$ cat config.mk
export PLATFORM = sky130hd
export DESIGN_NAME = pong_ball_ctrl
export DESIGN_NICKNAME = d
export VERILOG_FILES = /design/src/rtl/pong_pkg.sv /design/src/rtl/pong_paddle_hit.sv /design/src/rtl/pong_ball_ctrl.sv
export SDC_FILE = /design/constraint.sdc
export NUM_CORES = 1
export LEC_CHECK = 0
export CAP_MARGIN = 20
export CORE_MARGIN = 3
export CORE_UTILIZATION = 32
export CTS_CLUSTER_SIZE = 20
export DETAILED_ROUTE_END_ITERATION = 10
export SKIP_LAST_GASP = 1
export SLEW_MARGIN = 10
export SYNTH_ARGS = -nofsm -noshare
export SYNTH_HDL_FRONTEND = slang
export SYNTH_SLANG_ARGS = --single-unit
$ cat constraint.sdc
create_clock -name clk -period 7.2 [get_ports clk]
set_input_delay 0.72 -clock clk [delete_from_list [all_inputs] [get_ports clk]]
set_output_delay 0.72 -clock clk [all_outputs]
set_load 0.01 [all_outputs]
$ cat src/rtl/pong_pkg.sv
// Shared definitions for the pong ball controller: sequencer states,
// default screen/paddle geometry and position widths.
package pong_pkg;

  typedef enum logic [1:0] {
    ST_SERVE = 2'd0,
    ST_PLAY  = 2'd1,
    ST_SCORE = 2'd2,
    ST_OVER  = 2'd3
  } state_e;

  localparam int H_ACTIVE_DEF   = 640;
  localparam int V_ACTIVE_DEF   = 480;
  localparam int BALL_SIZE_DEF  = 8;
  localparam int PADDLE_W_DEF   = 8;
  localparam int PADDLE_H_DEF   = 48;
  localparam int PADDLE_L_X_DEF = 16;
  localparam int PADDLE_R_X_DEF = 616;

  localparam int H_W     = 10;
  localparam int V_W     = 9;
  localparam int SCORE_W = 4;

  localparam logic DIR_RIGHT = 1'b1;
  localparam logic DIR_LEFT  = 1'b0;
  localparam logic DIR_DOWN  = 1'b1;
  localparam logic DIR_UP    = 1'b0;

  function automatic logic [SCORE_W-1:0] sat_inc(input logic [SCORE_W-1:0] s,
                                                 input logic [SCORE_W-1:0] lim);
    if (s >= lim) return lim;
    else          return s + 4'd1;
  endfunction

endpackage

$ cat src/rtl/pong_paddle_hit.sv
// Vertical overlap test between the ball (top row) and one paddle (top row).
module pong_paddle_hit
  import pong_pkg::*;
#(
  parameter int BALL_SIZE = BALL_SIZE_DEF,
  parameter int PADDLE_H  = PADDLE_H_DEF
) (
  input  logic [V_W-1:0] ball_v_i,
  input  logic [V_W-1:0] paddle_v_i,
  output logic           overlap_o
);

  localparam int VX = V_W + 1;

  logic [VX-1:0] bv;
  logic [VX-1:0] pv;

  assign bv = {1'b0, ball_v_i};
  assign pv = {1'b0, paddle_v_i};

  // Extra bit keeps v + size and p + height from wrapping near the bottom edge.
  assign overlap_o = ((bv + VX'(BALL_SIZE)) > pv) && (bv < (pv + VX'(PADDLE_H)));

endmodule

$ cat src/rtl/pong_ball_ctrl.sv
// Per-frame pong sequencer: serves, moves and bounces the ball, resolves
// paddle hits and keeps score. All outputs come straight from registers.
module pong_ball_ctrl
  import pong_pkg::*;
#(
  parameter int H_ACTIVE     = H_ACTIVE_DEF,
  parameter int V_ACTIVE     = V_ACTIVE_DEF,
  parameter int BALL_SIZE    = BALL_SIZE_DEF,
  parameter int STEP         = 2,
  parameter int PADDLE_W     = PADDLE_W_DEF,
  parameter int PADDLE_H     = PADDLE_H_DEF,
  parameter int PADDLE_L_X   = PADDLE_L_X_DEF,
  parameter int PADDLE_R_X   = PADDLE_R_X_DEF,
  parameter int SERVE_FRAMES = 60,
  parameter int WIN_SCORE    = 9
) (
  input  logic               clk,
  input  logic               rst,
  input  logic               frame_tick,
  input  logic               start,
  input  logic [V_W-1:0]     paddle_l_pos_v,
  input  logic [V_W-1:0]     paddle_r_pos_v,
  output logic [H_W-1:0]     ball_pos_h,
  output logic [V_W-1:0]     ball_pos_v,
  output logic [SCORE_W-1:0] score_l,
  output logic [SCORE_W-1:0] score_r,
  output logic               point,
  output logic               game_over
);

  localparam int HX    = H_W + 1;
  localparam int VX    = V_W + 1;
  localparam int CNT_W = $clog2(SERVE_FRAMES + 1);

  localparam logic [H_W-1:0]     CH      = H_W'(H_ACTIVE / 2 - BALL_SIZE / 2);
  localparam logic [V_W-1:0]     CV      = V_W'(V_ACTIVE / 2 - BALL_SIZE / 2);
  localparam logic [HX-1:0]      L_FACE  = HX'(PADDLE_L_X + PADDLE_W);
  localparam logic [HX-1:0]      R_FACE  = HX'(PADDLE_R_X - BALL_SIZE);
  localparam logic [HX-1:0]      H_MAX   = HX'(H_ACTIVE - BALL_SIZE);
  localparam logic [VX-1:0]      V_MAX   = VX'(V_ACTIVE - BALL_SIZE);
  localparam logic [HX-1:0]      STEP_H  = HX'(STEP);
  localparam logic [VX-1:0]      STEP_V  = VX'(STEP);
  localparam logic [CNT_W-1:0]   CNT_END = CNT_W'(SERVE_FRAMES - 1);
  localparam logic [SCORE_W-1:0] WIN     = SCORE_W'(WIN_SCORE);

  state_e             state_q, state_d;
  logic [H_W-1:0]     h_q, h_d;
  logic [V_W-1:0]     v_q, v_d;
  logic               dir_h_q, dir_h_d;
  logic               dir_v_q, dir_v_d;
  logic [SCORE_W-1:0] score_l_q, score_l_d;
  logic [SCORE_W-1:0] score_r_q, score_r_d;
  logic [CNT_W-1:0]   cnt_q, cnt_d;
  logic               scorer_l_q, scorer_l_d;
  logic               point_q, point_d;
  logic               game_over_q, game_over_d;

  logic               hit_l;
  logic               hit_r;
  logic [HX-1:0]      h_ext;
  logic [VX-1:0]      v_ext;
  logic [HX-1:0]      nh_r;
  logic [HX-1:0]      nh_l;
  logic [VX-1:0]      nv_dn;
  logic [VX-1:0]      nv_up;

  assign h_ext = {1'b0, h_q};
  assign v_ext = {1'b0, v_q};
  assign nh_r  = h_ext + STEP_H;
  assign nh_l  = h_ext - STEP_H;
  assign nv_dn = v_ext + STEP_V;
  assign nv_up = v_ext - STEP_V;

  pong_paddle_hit #(.BALL_SIZE(BALL_SIZE), .PADDLE_H(PADDLE_H)) u_hit_l (
    .ball_v_i  (v_q),
    .paddle_v_i(paddle_l_pos_v),
    .overlap_o (hit_l)
  );

  pong_paddle_hit #(.BALL_SIZE(BALL_SIZE), .PADDLE_H(PADDLE_H)) u_hit_r (
    .ball_v_i  (v_q),
    .paddle_v_i(paddle_r_pos_v),
    .overlap_o (hit_r)
  );

  // Next-state logic for the sequencer and all game registers.
  always_comb begin
    state_d    = state_q;
    h_d        = h_q;
    v_d        = v_q;
    dir_h_d    = dir_h_q;
    dir_v_d    = dir_v_q;
    score_l_d  = score_l_q;
    score_r_d  = score_r_q;
    cnt_d      = cnt_q;
    scorer_l_d = scorer_l_q;
    point_d    = 1'b0;
    case (state_q)
      ST_SERVE: begin
        h_d = CH;
        v_d = CV;
        if (frame_tick) begin
          if (cnt_q == CNT_END) begin
            state_d = ST_PLAY;
            cnt_d   = '0;
          end else begin
            cnt_d = cnt_q + 1'b1;
          end
        end
      end
      ST_PLAY: begin
        if (frame_tick) begin
          if (dir_v_q == DIR_DOWN) begin
            if (nv_dn >= V_MAX) begin
              v_d     = V_MAX[V_W-1:0];
              dir_v_d = DIR_UP;
            end else begin
              v_d = nv_dn[V_W-1:0];
            end
          end else begin
            if (v_ext < STEP_V) begin
              v_d     = '0;
              dir_v_d = DIR_DOWN;
            end else begin
              v_d = nv_up[V_W-1:0];
            end
          end
          // A face counts only on the frame the ball crosses it, so a miss never retries.
          if (dir_h_q == DIR_RIGHT) begin
            if ((h_ext < R_FACE) && (nh_r >= R_FACE) && hit_r) begin
              h_d     = R_FACE[H_W-1:0];
              dir_h_d = DIR_LEFT;
            end else if (nh_r > H_MAX) begin
              score_l_d  = sat_inc(score_l_q, WIN);
              scorer_l_d = 1'b1;
              point_d    = 1'b1;
              state_d    = ST_SCORE;
            end else begin
              h_d = nh_r[H_W-1:0];
            end
          end else begin
            if ((h_ext > L_FACE) && (nh_l <= L_FACE) && hit_l) begin
              h_d     = L_FACE[H_W-1:0];
              dir_h_d = DIR_RIGHT;
            end else if (h_ext < STEP_H) begin
              score_r_d  = sat_inc(score_r_q, WIN);
              scorer_l_d = 1'b0;
              point_d    = 1'b1;
              state_d    = ST_SCORE;
            end else begin
              h_d = nh_l[H_W-1:0];
            end
          end
        end
      end
      ST_SCORE: begin
        h_d     = CH;
        v_d     = CV;
        dir_v_d = DIR_DOWN;
        cnt_d   = '0;
        // Re-serve toward the player who just conceded.
        dir_h_d = scorer_l_q ? DIR_RIGHT : DIR_LEFT;
        if ((scorer_l_q ? score_l_q : score_r_q) == WIN) state_d = ST_OVER;
        else                                             state_d = ST_SERVE;
      end
      ST_OVER: begin
        h_d = CH;
        v_d = CV;
        if (start) begin
          score_l_d = '0;
          score_r_d = '0;
          dir_h_d   = DIR_RIGHT;
          dir_v_d   = DIR_DOWN;
          cnt_d     = '0;
          state_d   = ST_SERVE;
        end
      end
      default: begin
        state_d = ST_SERVE;
      end
    endcase
    game_over_d = (state_d == ST_OVER);
  end

  // Game state register with synchronous reset.
  always_ff @(posedge clk) begin
    if (rst) begin
      state_q     <= ST_SERVE;
      h_q         <= CH;
      v_q         <= CV;
      dir_h_q     <= DIR_RIGHT;
      dir_v_q     <= DIR_DOWN;
      score_l_q   <= '0;
      score_r_q   <= '0;
      cnt_q       <= '0;
      scorer_l_q  <= 1'b0;
      point_q     <= 1'b0;
      game_over_q <= 1'b0;
    end else begin
      state_q     <= state_d;
      h_q         <= h_d;
      v_q         <= v_d;
      dir_h_q     <= dir_h_d;
      dir_v_q     <= dir_v_d;
      score_l_q   <= score_l_d;
      score_r_q   <= score_r_d;
      cnt_q       <= cnt_d;
      scorer_l_q  <= scorer_l_d;
      point_q     <= point_d;
      game_over_q <= game_over_d;
    end
  end

  assign ball_pos_h = h_q;
  assign ball_pos_v = v_q;
  assign score_l    = score_l_q;
  assign score_r    = score_r_q;
  assign point      = point_q;
  assign game_over  = game_over_q;

endmodule

==> results.tsv <==
stage	metric	value	unit
logic_synthesis	synth_async_sr_flop_share	0	%
sta	timing.slew.headroom	35.0	%
setup_path	start_kind	input pin	
min_path	min-delay-start	cnt_q[1]	
placement	hpwl	8630	um
setup_path	end_kind	flop	
die	initial_core_util	33.1	%
logic_synthesis	synth.area.top_cells	dfxtp_1 (19%), ha_1 (14%), nand2_1 (5.0%)	
die	design.core.area	0.0122	sq mm
placement	io_buffers	48	
setup_path	r2r-end	ball_pos_h[4]	
setup_path	crit_type	in -> reg	
clocking	clk_latency	0.28	ns
routing	ant_nets	0	
grt	grt_usage	16.3	%
power_and_ir_drop	p_switching	118	uW
layout	nets	642	
die	die_h	118	um
layout	multiInputGateArea	0.00292	sq mm
clocking	clockBufferDepth	2	
logic_synthesis	synthDominantAreaCellType	dfxtp_1	
logic_synthesis	yosysUniqueCellTypes	72	
layout	final_common_cell	nand2_1	
logic_synthesis	netlist.area_leader.share	18.9	%
logic_synthesis	ys_warn_count	0	
layout	regArea	761	sq um
sta	final_min_period_over_clock_period	55.7	%
setup_path	required	7.37	ns
clocking	holdBufCountCts	0	
setup_path	critical-path-max-stage-delay	0.54	ns
grt	grt_pass1_vias	4111	
sta	finClkSkew	0.00463	ns
routing	viasPerCell	5.75	
power_and_ir_drop	internal_power	379	uW
power_and_ir_drop	power_density	106	mW/mm^2
sta	hold_viol	0	
clocking	cts_htree_levels	2	
die	die-area	0.0140	sq mm
power_and_ir_drop	switching_share	23.8	%
logic_synthesis	seq_area_frac_synth	18.9	%
setup_path	r2r-start	ball_pos_v[3]	
routing	drt_iter0_markers	352	
sta	worst-slew-pin-transition	0.972	ns
setup_path	crit_top_cell	ha_1	
sta	fin_hold_ws	0.487	ns
power_and_ir_drop	pwr-share-seq	42.7	%
setup_path	worstPathMaxFanout	6	
layout	diodes	0	
layout	stdcell_area	0.00470	sq mm
sta	fin_crit	4.01	ns
routing	drtPass1Iterations	5	
sta	setup_tns	0	ns
die	die_w	118	um
clocking	cts_setup_buffers	0	
grt	grt_pass1_wl	19800	um
logic_synthesis	synth_ff_type	dfxtp_1	
sta	fmax	249	MHz
routing	drc_errors	0	
min_path	min_path_type	reg -> reg	
grt	grt_max_degree	26	
grt	grt_overflow_total	0	
setup_path	rrSetupSlack	3.34	ns
min_path	holdPathEnd	cnt_q[1]	
min_path	hold_depth	2	
logic_synthesis	netlist_area	0.00403	sq mm
placement	placed_area	0.00455	sq mm
setup_path	cp_cell_sequence	clkdlybuf4s50_1 -> inv_1 -> ha_1 -> nor3_1 -> xnor2_1 -> ha_1 -> a21o_1 -> o21ai_1 -> o211ai_2 -> a211o_1 -> a31oi_1 -> nand3_1 -> o32a_1	
logic_synthesis	synthCells	553	
clocking	root_buffer	clkbuf_16	
setup_path	worst-r2r-cell-count	10	
power_and_ir_drop	leakage	1.78	nW
layout	syn_to_final_growth	16.8	%
clocking	numCtsBuffers	5	
clocking	clock-sinks	38	
power_and_ir_drop	clockPowerShare	44.3	%
logic_synthesis	syn_area_per_cell	7.28	sq um
placement	gp_congestion	0.871	
run	drv_cap	0	
sta	rsz0062_at_grt	false	
routing	vias	4273	
logic_synthesis	ys_ff_latch	38	
clocking	cts_resized	0	
die	io_pins	51	
layout	drive_gt1_share	2.78	%
status	status	completed	
power_and_ir_drop	combinationalPowerShare	13.0	%
power_and_ir_drop	vdd_drop_max	0.0000969	V
sta	setup_viol	0	
layout	mostFrequentLayoutCells	nand2_1 (54), clkdlybuf4s50_1 (48), ha_1 (46)	
sta	drv_slew	0	
grt	antenna_found_initial	0	
routing	drt_wl_total	11600	um
logic_synthesis	synth_edf_count	0	
power_and_ir_drop	totalPowerFinal	497	uW
clocking	cts_tree	yes	
setup_path	cp_slowest_cell	a31oi_1	
setup_path	cp.arrival	4.18	ns
routing	wl_per_cell	15.6	um
layout	filler_cell_count	1301	
die	num_rows	40	
clocking	clk_pin_slew	0.06	ns
area by class of cell:
type | count | area share, %
tap | 168 | 4.47
clock buffer | 7 | 3.03
clock inverter | 1 | 0.106
sequential | 38 | 16.2
inverter | 46 | 3.67
timing repair buffer | 49 | 10.4
multi-input combinational | 434 | 62.2
metal layers:
metal	wire length (um)	track usage [%]	share of wire, %	vias up
met5	0	0	0	-
met4	132	4.91	1.1	0
met3	636	2.73	5.5	14
met2	5370	26.5	46	130
met1	5450	22.1	47	2036
li1	-	-	-	2093
cell families (layout without fill, tap and decap cells):
| group | count (synthesis) | count (layout) | synth area share [%] |
|---|---|---|---|
| AOI/OAI and AO/OA | 176 | 176 | 29.8 |
| xor gates and xnor gates | 15 | 15 | 3.26 |
| adders and majority gates | 46 | 46 | 14.3 |
| buffers and inverters | 82 | 103 | 8.61 |
| DFF | 38 | 38 | 18.9 |
| muxes | 2 | 2 | 0.497 |
| other | 1 | 2 | 0.0932 |
| and+or+nand+nor | 193 | 193 | 24.5 |
critical path, delay by kind of cell:
kind	cells	cell delay, ns
xor gates and xnor gates	1	0.16
buffers and inverters	2	0.61
and+or+nand+nor	2	0.46
adders and majority gates	2	0.50
AOI/OAI and AO/OA	6	1.73
registers in the layout, indices dropped and copies added, names as in the netlist:
register / flops
score_l: 4
ball_pos_v: 8
state_q: 2
scorer_l_q: 1
score_r: 4
dir_h_q: 1
game_over: 1
point: 1
cnt_q: 6
ball_pos_h: 9
dir_v_q: 1
power groups by stage:
stage | Clock, mW | Combinational (mW) | Sequential [mW]
after CTS | 0.225 | 0.0643 | 0.212
after global routing | 0.236 | 0.0729 | 0.212
final | 0.220 | 0.0647 | 0.212
after floorplan | 0 | 0.0415 | 0.216
after global placement | 0 | 0.0620 | 0.217
after detailed placement | 0 | 0.0640 | 0.217
synthesized netlist by cell type, drive strengths merged (6+ instances only):
cell,number
ha,46
xnor2,12
buf,12
nor2,30
nor3,14
nand4,10
a21oi,36
a211oi,9
and3,9
nor4,6
a21o,8
a31oi,16
dfxtp,38
o21ai,40
nand2,54
inv,45
nor2b,6
nand2b,6
nand3,29
a311oi,7
clkbuf,24
how the worst max path moves through the flow:
stage	slack, ns	to	from	cells after the start
finish	3.19	ball_pos_h[4]	paddle_r_pos_v[4]	13
global route	2.98	ball_pos_h[4]	paddle_r_pos_v[4]	13
CTS	3.26	ball_pos_h[4]	paddle_r_pos_v[4]	13
detailed placement	2.97	ball_pos_h[4]	paddle_r_pos_v[4]	13
global placement	3.10	ball_pos_h[4]	paddle_r_pos_v[4]	13
floorplan	3.96	ball_pos_h[4]	paddle_r_pos_v[4]	12
through the flow:
| step | cells | worst slack [ns] | utilization (%) |
|---|---|---|---|
| 2_1_floorplan | 554 | 3.96 | - |
| 3_3_place_gp | 735 | 3.10 | 37.4 |
| 3_5_place_dp | 735 | 2.97 | 37.4 |
| 4_1_cts | 743 | 3.26 | 38.7 |
| 5_1_grt | 743 | 2.98 | 38.7 |
| 6_report | 743 | 3.19 | 38.7 |
No activity file was read; power rests on OpenSTA's default activity.
